$ cat src/rtl/fas_pkg.sv
// Shared definitions for the FFT output serializer: frame geometry, bin word layout
// and the 4-bit bit-reversal used to put bins back into natural order.
package fas_pkg;

    localparam int unsigned FFT_N = 16;
    localparam int unsigned IDX_W = 4;
    localparam int unsigned BIN_W = 32;

    typedef logic [IDX_W-1:0] idx_t;

    typedef struct packed {
        logic [BIN_W/2-1:0] re;
        logic [BIN_W/2-1:0] im;
    } bin_t;

    function automatic idx_t bitrev4(input idx_t k);
        return {k[0], k[1], k[2], k[3]};
    endfunction

endpackage

$ cat src/rtl/fft_frame_bank.sv
// One frame of storage: all 16 bins written in parallel, one bin read by index.
module fft_frame_bank
    import fas_pkg::*;
#(
    parameter int unsigned DW = 32
) (
    input  logic          CLK,
    input  logic          we,
    input  logic [DW-1:0] wdata [FFT_N],
    input  idx_t          raddr,
    output logic [DW-1:0] rdata
);

    // Contents are deliberately not reset; occupancy tracking decides validity.
    logic [DW-1:0] mem_q [FFT_N];

    always_ff @(posedge CLK) begin
        if (we) begin
            for (int k = 0; k < FFT_N; k++) begin
                mem_q[k] <= wdata[k];
            end
        end
    end

    assign rdata = mem_q[raddr];

endmodule

$ cat src/rtl/fft_serializer.sv
// Ping-pong parallel-to-serial converter: captures a 16-bin FFT frame in one cycle and
// streams it out one bin per valid/ready transfer while the other bank can refill.
module fft_serializer
    import fas_pkg::*;
#(
    parameter int unsigned DW     = 32,
    parameter bit          BITREV = 1'b0
) (
    input  logic             CLK,
    input  logic             RST,
    input  logic             in_valid,
    input  logic [DW-1:0]    in_d0,
    input  logic [DW-1:0]    in_d1,
    input  logic [DW-1:0]    in_d2,
    input  logic [DW-1:0]    in_d3,
    input  logic [DW-1:0]    in_d4,
    input  logic [DW-1:0]    in_d5,
    input  logic [DW-1:0]    in_d6,
    input  logic [DW-1:0]    in_d7,
    input  logic [DW-1:0]    in_d8,
    input  logic [DW-1:0]    in_d9,
    input  logic [DW-1:0]    in_d10,
    input  logic [DW-1:0]    in_d11,
    input  logic [DW-1:0]    in_d12,
    input  logic [DW-1:0]    in_d13,
    input  logic [DW-1:0]    in_d14,
    input  logic [DW-1:0]    in_d15,
    output logic             in_ready,
    output logic             out_valid,
    input  logic             out_ready,
    output logic [DW-1:0]    out_d,
    output logic [IDX_W-1:0] out_idx,
    output logic             out_last
);

    typedef enum logic [0:0] {StIdle, StStream} state_e;

    state_e     state_q, state_d;
    logic [1:0] occ_q, occ_d;
    logic       wr_sel_q, wr_sel_d;
    logic       rd_sel_q, rd_sel_d;
    idx_t       idx_q, idx_d;

    logic [DW-1:0] in_arr [FFT_N];
    logic [DW-1:0] wr_arr [FFT_N];
    logic [DW-1:0] rdata0, rdata1;
    logic          capture, xfer, last_xfer;

    assign in_arr = '{in_d0, in_d1, in_d2, in_d3, in_d4, in_d5, in_d6, in_d7,
                      in_d8, in_d9, in_d10, in_d11, in_d12, in_d13, in_d14, in_d15};

    // Reordering happens on the write side so the read path stays a plain index.
    for (genvar k = 0; k < FFT_N; k++) begin : g_order
        if (BITREV) begin : g_rev
            assign wr_arr[k] = in_arr[bitrev4(idx_t'(k))];
        end else begin : g_nat
            assign wr_arr[k] = in_arr[k];
        end
    end

    fft_frame_bank #(.DW(DW)) u_bank0 (
        .CLK   (CLK),
        .we    (capture && !wr_sel_q),
        .wdata (wr_arr),
        .raddr (idx_q),
        .rdata (rdata0)
    );

    fft_frame_bank #(.DW(DW)) u_bank1 (
        .CLK   (CLK),
        .we    (capture && wr_sel_q),
        .wdata (wr_arr),
        .raddr (idx_q),
        .rdata (rdata1)
    );

    assign in_ready  = (occ_q != 2'd2);
    assign out_valid = (state_q == StStream);
    assign out_idx   = idx_q;
    assign out_last  = out_valid && (idx_q == 4'd15);
    assign out_d     = out_valid ? (rd_sel_q ? rdata1 : rdata0) : '0;

    assign capture   = in_valid && in_ready;
    assign xfer      = out_valid && out_ready;
    assign last_xfer = xfer && (idx_q == 4'd15);

    always_comb begin
        occ_d    = occ_q;
        wr_sel_d = wr_sel_q;
        rd_sel_d = rd_sel_q;
        idx_d    = idx_q;
        state_d  = state_q;

        unique case ({capture, last_xfer})
            2'b10:   occ_d = occ_q + 2'd1;
            2'b01:   occ_d = occ_q - 2'd1;
            default: occ_d = occ_q;
        endcase

        if (capture) begin
            wr_sel_d = !wr_sel_q;
        end
        if (xfer) begin
            idx_d = idx_q + 4'd1;
        end
        if (last_xfer) begin
            rd_sel_d = !rd_sel_q;
        end

        unique case (state_q)
            StIdle: begin
                if (occ_q != 2'd0) begin
                    state_d = StStream;
                end
            end
            StStream: begin
                // Keep streaming straight into the other bank if it already holds a frame.
                if (last_xfer && (occ_d == 2'd0)) begin
                    state_d = StIdle;
                end
            end
            default: state_d = StIdle;
        endcase
    end

    always_ff @(posedge CLK or negedge RST) begin
        if (!RST) begin
            state_q  <= StIdle;
            occ_q    <= 2'd0;
            wr_sel_q <= 1'b0;
            rd_sel_q <= 1'b0;
            idx_q    <= '0;
        end else begin
            state_q  <= state_d;
            occ_q    <= occ_d;
            wr_sel_q <= wr_sel_d;
            rd_sel_q <= rd_sel_d;
            idx_q    <= idx_d;
        end
    end

endmodule

$ cat config.mk
export PLATFORM = sky130hd
export DESIGN_NAME = fft_serializer
export DESIGN_NICKNAME = d
export VERILOG_FILES = /design/src/rtl/fas_pkg.sv /design/src/rtl/fft_frame_bank.sv /design/src/rtl/fft_serializer.sv
export SDC_FILE = /design/constraint.sdc
export NUM_CORES = 1
export LEC_CHECK = 0
export ABC_AREA = 1
export BUFFER_PORTS_ARGS = -buffer_cell sky130_fd_sc_hd__buf_2
export CAP_MARGIN = 5
export CELL_PAD_IN_SITES_DETAIL_PLACEMENT = 0
export CELL_PAD_IN_SITES_GLOBAL_PLACEMENT = 1
export CORE_MARGIN = 2
export CORE_UTILIZATION = 46
export DETAILED_ROUTE_END_ITERATION = 8
export GPL_ROUTABILITY_DRIVEN = 0
export PLACE_DENSITY = 0.77
export SLEW_MARGIN = 25
export SYNTH_ARGS = -nofsm -noshare
export SYNTH_HDL_FRONTEND = slang
export SYNTH_SLANG_ARGS = --single-unit
$ cat constraint.sdc
create_clock -name CLK -period 26.6 [get_ports CLK]
set_input_delay 1.33 -clock CLK [delete_from_list [all_inputs] [get_ports CLK]]
set_output_delay 1.33 -clock CLK [all_outputs]
set_load 0.05 [all_outputs]
==> results of run 1 <==
-- worst max-delay path by stage --
| stage | from | endpoint | slack, ns |
|---|---|---|---|
| final | out_idx[0]$_DFFE_PN0P_ | out_d[20] | 20.05 |
| after global routing | out_idx[0]$_DFFE_PN0P_ | out_d[12] | 19.72 |
| after CTS | out_idx[0]$_DFFE_PN0P_ | out_d[12] | 19.82 |
| after detailed placement | out_idx[0]$_DFFE_PN0P_ | out_d[12] | 20.60 |
| after global placement | out_idx[0]$_DFFE_PN0P_ | out_d[12] | 20.56 |
| after floorplan | in_valid | u_bank1.mem_q[0][0]$_DFFE_PP_ | 2.57 |
-- synthesized netlist by cell type, drive strengths merged, types with 2 or more instances --
cell | number | area (sq um)
a21oi | 4 | 20.0
buf | 154 | 871
clkbuf | 69 | 259
dfrtp | 9 | 225
edfxtp | 1024 | 30700
ha | 2 | 25.0
inv | 614 | 2300
nand2 | 1090 | 4090
nand3 | 770 | 3850
nor2 | 71 | 267
o211ai | 32 | 240
o21ai | 33 | 165
or2 | 161 | 1010
xor2 | 5 | 43.8
-- cells by family after synthesis --
family | count (synthesis)
xor gates and xnor gates | 6
and+or+nand+nor | 2094
adders and majority gates | 2
DFF | 1033
buffers and inverters | 838
AOI/OAI and AO/OA | 69
-- sequential cells by signal (all words and copies together) (netlist names) --
signal and cells:
out_valid 1, out_idx 4, occ_q 2, rd_sel_q 1, wr_sel_q 1, u_bank0.mem_q 512
u_bank1.mem_q 512
-- stage by stage --
step                utilization, %  hold WS, ns  worst slack (ns)  power [uW]
floorplan                        -        0.485              2.57        4290
global placement              50.2        0.528             20.56        4520
detailed placement            50.3        0.523             20.60        4540
CTS                           53.9        0.463             19.82        6020
global route                  54.1        0.489             19.72        6340
finish                        54.1        0.508             20.05        5970
-- final cells by class --
type                    instances  area (sq um)  share of cell area, %
clock buffers                 138          2880                   5.60
repair buffers                589          3180                   6.19
flip-flops and latches       1033         31000                   60.3
diodes                         37          92.6                  0.180
well taps                    1265          1580                   3.08
clock inverters                57           564                   1.10
inverters                     615          2330                   4.53
multi-input cells            2171          9750                   19.0
-- per-layer routing --
metal | wire length, um | up-vias
li1 | - | 14300
met1 | 48000 | 14000
met2 | 54400 | 860
met3 | 7660 | 189
met4 | 2810 | 32
met5 | 200 | -
-- power groups by stage --
stage	Clock (uW)	Combinational, uW	Sequential (uW)
global route	1570	2370	2400
floorplan	0	1610	2680
global placement	0	2110	2410
CTS	1510	2150	2370
detailed placement	0	2140	2400
finish	1470	2130	2370
==> flow_summary_export.csv, run 1 <==
group,metric,value,unit
status,outcome,"complete, no violations",
synth,syn_inst,4042,
placed_design,hpwl,69800,um
setup_path,cp-start-kind,"flip-flop",
setup_path,path_buf_inv,4,
drt,wl_per_cell,19.2,um
grt,gr-usage-met3,4.82,%
timing,max_freq,153,MHz
setup_path,slowest_stage,"buf_4",
clock_network,path_clk_slew,0.06,ns
drt,via_count,29400,
synth,synth_edf_count,1024,
grt,met1_usage,29.8,%
grt,busiest_layer,"met2",
synth,yosys_most_used_dff,"edfxtp_1",
clock_network,tritoncts,"done",
job,cap_violations,0,
grt,grt_overflow,0,
floorplan,die-height,314,um
pwr,p_sw,2290,uW
grt,use_met2,36.5,%
clock_network,root_buffer,"clkbuf_16",
placed_design,post_dp_cell_area,47800,sq um
setup_path,cp_top_family,"buffers and inverters",
timing,hold_viol,0,
placed_design,dp_cells,5670,
synth,synth_mux_area_share,0,%
setup_path,crit_top_cell,"nand2_1",
grt,grt_pass1_vias,28000,
clock_network,numCtsBuffers,108,
pwr,pwr-share-clk,24.7,%
timing,clock_skew,0.0230,ns
timing,worst_pin_slew,1.22,ns
timing,min_period,6.55,ns
setup_path,crit_path_end_kind,"output pin",
pwr,seqPwrFrac,39.6,%
drt,firstDrtPassIters,6,
floorplan,dieWidth,314,um
synth,synth_top_family_by_area,"simple AND/OR/NAND/NOR gates",
synth,avgSynthCellArea,10.9,sq um
setup_path,critical_path_class,"reg2out",
timing,setup_violations,0,
timing,setup-tns-final,0,ns
setup_path,worst_ep_required_time,25.27,ns
grt,grt_pass1_wl,167000,um
synth,syn_nets,4560,
pwr,p_int,3680,uW
clock_network,cts.htree.levels,3,
cells_and_area,mostFrequentLayoutCell,"nand2_1",
cells_and_area,fin_nets,5036,
cells_and_area,final_cell_mix,"1090 x nand2_1, 1024 x edfxtp_1, 770 x nand3_1, 611 x inv_1, 554 x buf_2",
floorplan,core,95000,sq um
cells_and_area,fin_cells,5905,
clock_network,clk_path_buf_depth,3,
grt,track_usage,22.5,%
setup_path,r2r-start,"occ_q[0]$_DFF_PN0_",
placed_design,portBuffers,554,
setup_path,arrival,5.22,ns
cells_and_area,nFillCells,8343,
clock_network,postCtsSetupBuffers,0,
setup_path,r2r-end,"u_bank0.mem_q[2][17]$_DFFE_PP_",
floorplan,die_area,98500,sq um
cells_and_area,synthToLayoutAreaGrowth,16.4,%
timing,rsz0062_at_grt,"false",
clock_network,postCtsHoldBufs,0,
pwr,peakVddDrop,0.109,mV
clock_network,clock-sinks,1033,
clock_network,cts_resized,0,
timing,slew_viol_final,0,
drt,drtIter0Drc,2787,
synth,yosys.area_share.simple,20.9,%
pwr,p_comb_share,35.7,%
cells_and_area,design_area,51400,sq um
setup_path,r2r_cells,7,
synth,yosys.area_share.xor_xnor,0.119,%
synth,ys.warnings.count,0,
grt,antenna_found_initial,68,
floorplan,initial_utilization,46.5,%
synth,ys_seq_elements,1033,
drt,ant_nets,0,
timing,maxSlewHeadroom,18.7,%
floorplan,rows,113,
synth,synthAdderAreaFrac,0.0567,%
clock_network,clock_latency,0.69,ns
drt,postRouteWirelength,113000,um
pwr,power_density,116,nW/um^2
hold_path,hold_path_class,"in2async",
setup_path,crit_cells,12,
grt,grt_max_degree,231,
drt,drc_errors,0,
floorplan,ios,555,
synth,yosysSeqAreaShare,70.2,%
setup_path,max_stage_delay,0.84,ns
setup_path,path_max_fanout,146,
setup_path,crit_chain,"inv_8 -> buf_4 -> buf_4 -> nand2_1 -> nand2_1 -> nand2_1 -> nand3_1 -> nand3_1 -> nand3_1 -> nand2_1 -> nor2_1 -> buf_2",
drt,routed_via_density,4.98,
synth,synth_compound_area_share,0.964,%
cells_and_area,drive_gt1_share,19.2,%
setup_path,r2r_slack,22.72,ns
timing,period_share,24.6,%
synth,synth.distinct_cells,23,
synth,async_reset_ff_share,0.871,%
pwr,switching_share,38.3,%
pwr,p_leak,0.0219,uW
synth,synth.cell_area,44200,sq um
Note: power is estimated with default switching activity, not from simulation.
==> run 2: changes to the inputs <==
--- a/config.mk
+++ b/config.mk
@@ -11,10 +11,10 @@
 export CELL_PAD_IN_SITES_DETAIL_PLACEMENT = 0
 export CELL_PAD_IN_SITES_GLOBAL_PLACEMENT = 1
 export CORE_MARGIN = 2
-export CORE_UTILIZATION = 46
+export CORE_UTILIZATION = 42
 export DETAILED_ROUTE_END_ITERATION = 8
 export GPL_ROUTABILITY_DRIVEN = 0
-export PLACE_DENSITY = 0.77
+export PLACE_DENSITY = 0.74
 export SLEW_MARGIN = 25
 export SYNTH_ARGS = -nofsm -noshare
 export SYNTH_HDL_FRONTEND = slang
==> constraint.sdc (replaced) <==
create_clock -name CLK -period 5.7 [get_ports CLK]
set_input_delay 0.285 -clock CLK [delete_from_list [all_inputs] [get_ports CLK]]
set_output_delay 0.285 -clock CLK [all_outputs]
set_load 0.05 [all_outputs]
==> run 2 against run 1 <==
  * Die area grew 9.4%
  * Clock skew shrank 0.0078 ns
  * Count of clock-buffer cells in the layout up 5
  * Cell count grew 10%
  * Via count is 7.5% higher
  * Combinational power rose to 4.9 times the previous value
  * Non-clock buffer count up 518
  * Cell area is 10% higher
  * Hold slack lost 0.45 ns
  * Sequential power grew to 4.6 times the previous value
==> flow_summary_export.csv, run 2 (synthesis results as in run 1) <==
group,metric,value,unit
cells_and_area,final_util,54.6,%
timing,hold_viol,0,
timing,min_period,4.07,ns
clock_network,clock-sinks,1033,
drt,drc_errors,0,
floorplan,die-height,328,um
drt,ant_nets,0,
cells_and_area,final_cell_mix,"1089 x nand2_1, 1024 x edfxtp_1, 770 x nand3_1, 610 x inv_1, 554 x buf_2",
setup_path,path_max_fanout,129,
floorplan,dieWidth,328,um
setup_path,crit_path_end_kind,"output pin",
drt,postRouteWirelength,122000,um
job,cap_violations,0,
grt,antenna_found_initial,23,
clock_network,numCtsBuffers,109,
timing,setup_violations,0,
clock_network,root_buffer,"clkbuf_16",
floorplan,rows,118,
grt,grt_pass1_wl,181000,um
floorplan,die_area,108000,sq um
drt,wl_per_cell,18.6,um
floorplan,initial_utilization,42.5,%
pwr,finalPower,28400,uW
timing,slew_viol_final,0,
timing,maxSlewHeadroom,28.5,%
grt,track_usage,22.1,%
drt,firstDrtPassIters,7,
cells_and_area,nFillCells,8867,
setup_path,critical_path_class,"reg2out",
cells_and_area,mostFrequentLayoutCell,"nand2_1",
clock_network,clk_path_buf_depth,3,
clock_network,cts.htree.levels,3,
grt,grt_max_degree,227,
timing,worst_pin_slew,1.07,ns
floorplan,core,104000,sq um
placed_design,portBuffers,554,
clock_network,path_clk_slew,0.06,ns
setup_path,arrival,3.79,ns
pwr,p_leak,0.0241,uW
drt,routed_via_density,4.85,
setup_path,worst_ep_required_time,5.41,ns
setup_path,cp-start-kind,"flip-flop",
drt,via_count,31600,
timing,max_freq,246,MHz
cells_and_area,synthToLayoutAreaGrowth,28.5,%
setup_path,r2r_slack,3.02,ns
clock_network,clock_latency,0.70,ns
pwr,power_density,501,nW/um^2
clock_network,cts_resized,0,
status,outcome,"complete, no violations",
placed_design,hpwl,72800,um
hold_path,hold_path_class,"in2async",
cells_and_area,fin_nets,5555,
timing,period_share,71.4,%
grt,grt_pass1_vias,30800,
grt,grt_overflow,0,
timing,rsz0062_at_grt,"false",
clock_network,tritoncts,"done",
pwr,peakVddDrop,0.672,mV
drt,drtIter0Drc,2647,
cells_and_area,drive_gt1_share,17.5,%
timing,clock_skew,0.0152,ns
floorplan,ios,555,
==> run 2: cell types whose count changed in the layout (fill, tap and decap cells not counted), moves of 2 or more <==
cell and delta:
dlygate4sd3_1 +515, diode_2 -24, buf_12 +7, clkinv_2 +5, clkbuf_1 +4, clkinv_1 -4
buf_16 -3, clkinvlp_4 -2
==> run 2: worst paths after layout <==
check                                             from                         endpoint  cells past startpoint
worst min-delay path                               RST             wr_sel_q$_DFFE_PN0P_                      2
min in group CLK                            in_d13[18]  u_bank1.mem_q[13][18]$_DFFE_PP_                      2
worst max register to register      occ_q[0]$_DFF_PN0_    u_bank1.mem_q[1][8]$_DFFE_PP_                      5
worst min register to register      occ_q[1]$_DFF_PN0_              out_valid$_DFF_PN0_                      2
worst max-delay path            out_idx[0]$_DFFE_PN0P_                        out_d[23]                     11
max in group asynchronous                          RST           out_idx[1]$_DFFE_PN0P_                      2
==> run 2: timing repair <==
action                     4_1_cts  5_1_grt
hold endpoints to repair      1037        0
setup endpoints to repair        0        0
buffers inserted                 0        0
hold buffers                   515        0
==> run 2: layout make-up <==
type	count	area, sq um	share of cell area, %
Antenna cell	13	32.5	0.0573
Clock buffer	143	2920	5.15
Clock inverter	58	577	1.02
Inverter	615	2330	4.11
Multi-Input combinational cell	2171	9760	17.2
Sequential cell	1033	31000	54.6
Tap cell	1380	1730	3.04
Timing Repair Buffer	1107	8380	14.8
==> run 2: critical path: stages (launching register included) <==
cell     delay, ns
dfrtp_4       0.73
inv_8         0.71
buf_4         0.45
nand2_1       0.09
nand2_1       0.07
nand2_1       0.05
nand3_1       0.10
nand3_1       0.09
nand2_1       0.10
nor2_1        0.04
nor2_1        0.24
buf_2         0.32
==> run 2: report_power, final <==
group	leakage, uW	switching [uW]	internal (uW)	total (uW)
registers	0.00960	564	10400	10900
logic	0.0128	7480	3040	10500
clock network	0.00172	2890	4090	6980
total	0.0241	10900	17500	28400
==> run 2: through the flow <==
step | instances | setup slack (ns) | TNS, ns | hold WS, ns | instance area (sq um)
finish | 6520 | 1.63 | 0 | 0.0545 | 56700
global route | 6515 | 1.33 | 0 | 0.0425 | 56700
CTS | 6506 | 1.53 | 0 | 0.0131 | 56700
detailed placement | 5790 | 2.30 | 0 | 0.161 | 48000
global placement | 5790 | 2.22 | 0 | 0.161 | 48000
floorplan | 4042 | -3.05 | -3122.73 | -0.0106 | 44200
==> run 2: per-layer routing <==
metal | share of wire [%] | vias to the layer above | global-route usage (%) | routed length [um]
met2 | 48 | 1031 | 36.7 | 58600
met4 | 3.4 | 26 | 7.69 | 4070
met5 | 0.15 | - | 0 | 182
met3 | 6.0 | 232 | 3.78 | 7240
met1 | 42 | 15000 | 29.4 | 51400
li1 | - | 15400 | - | -
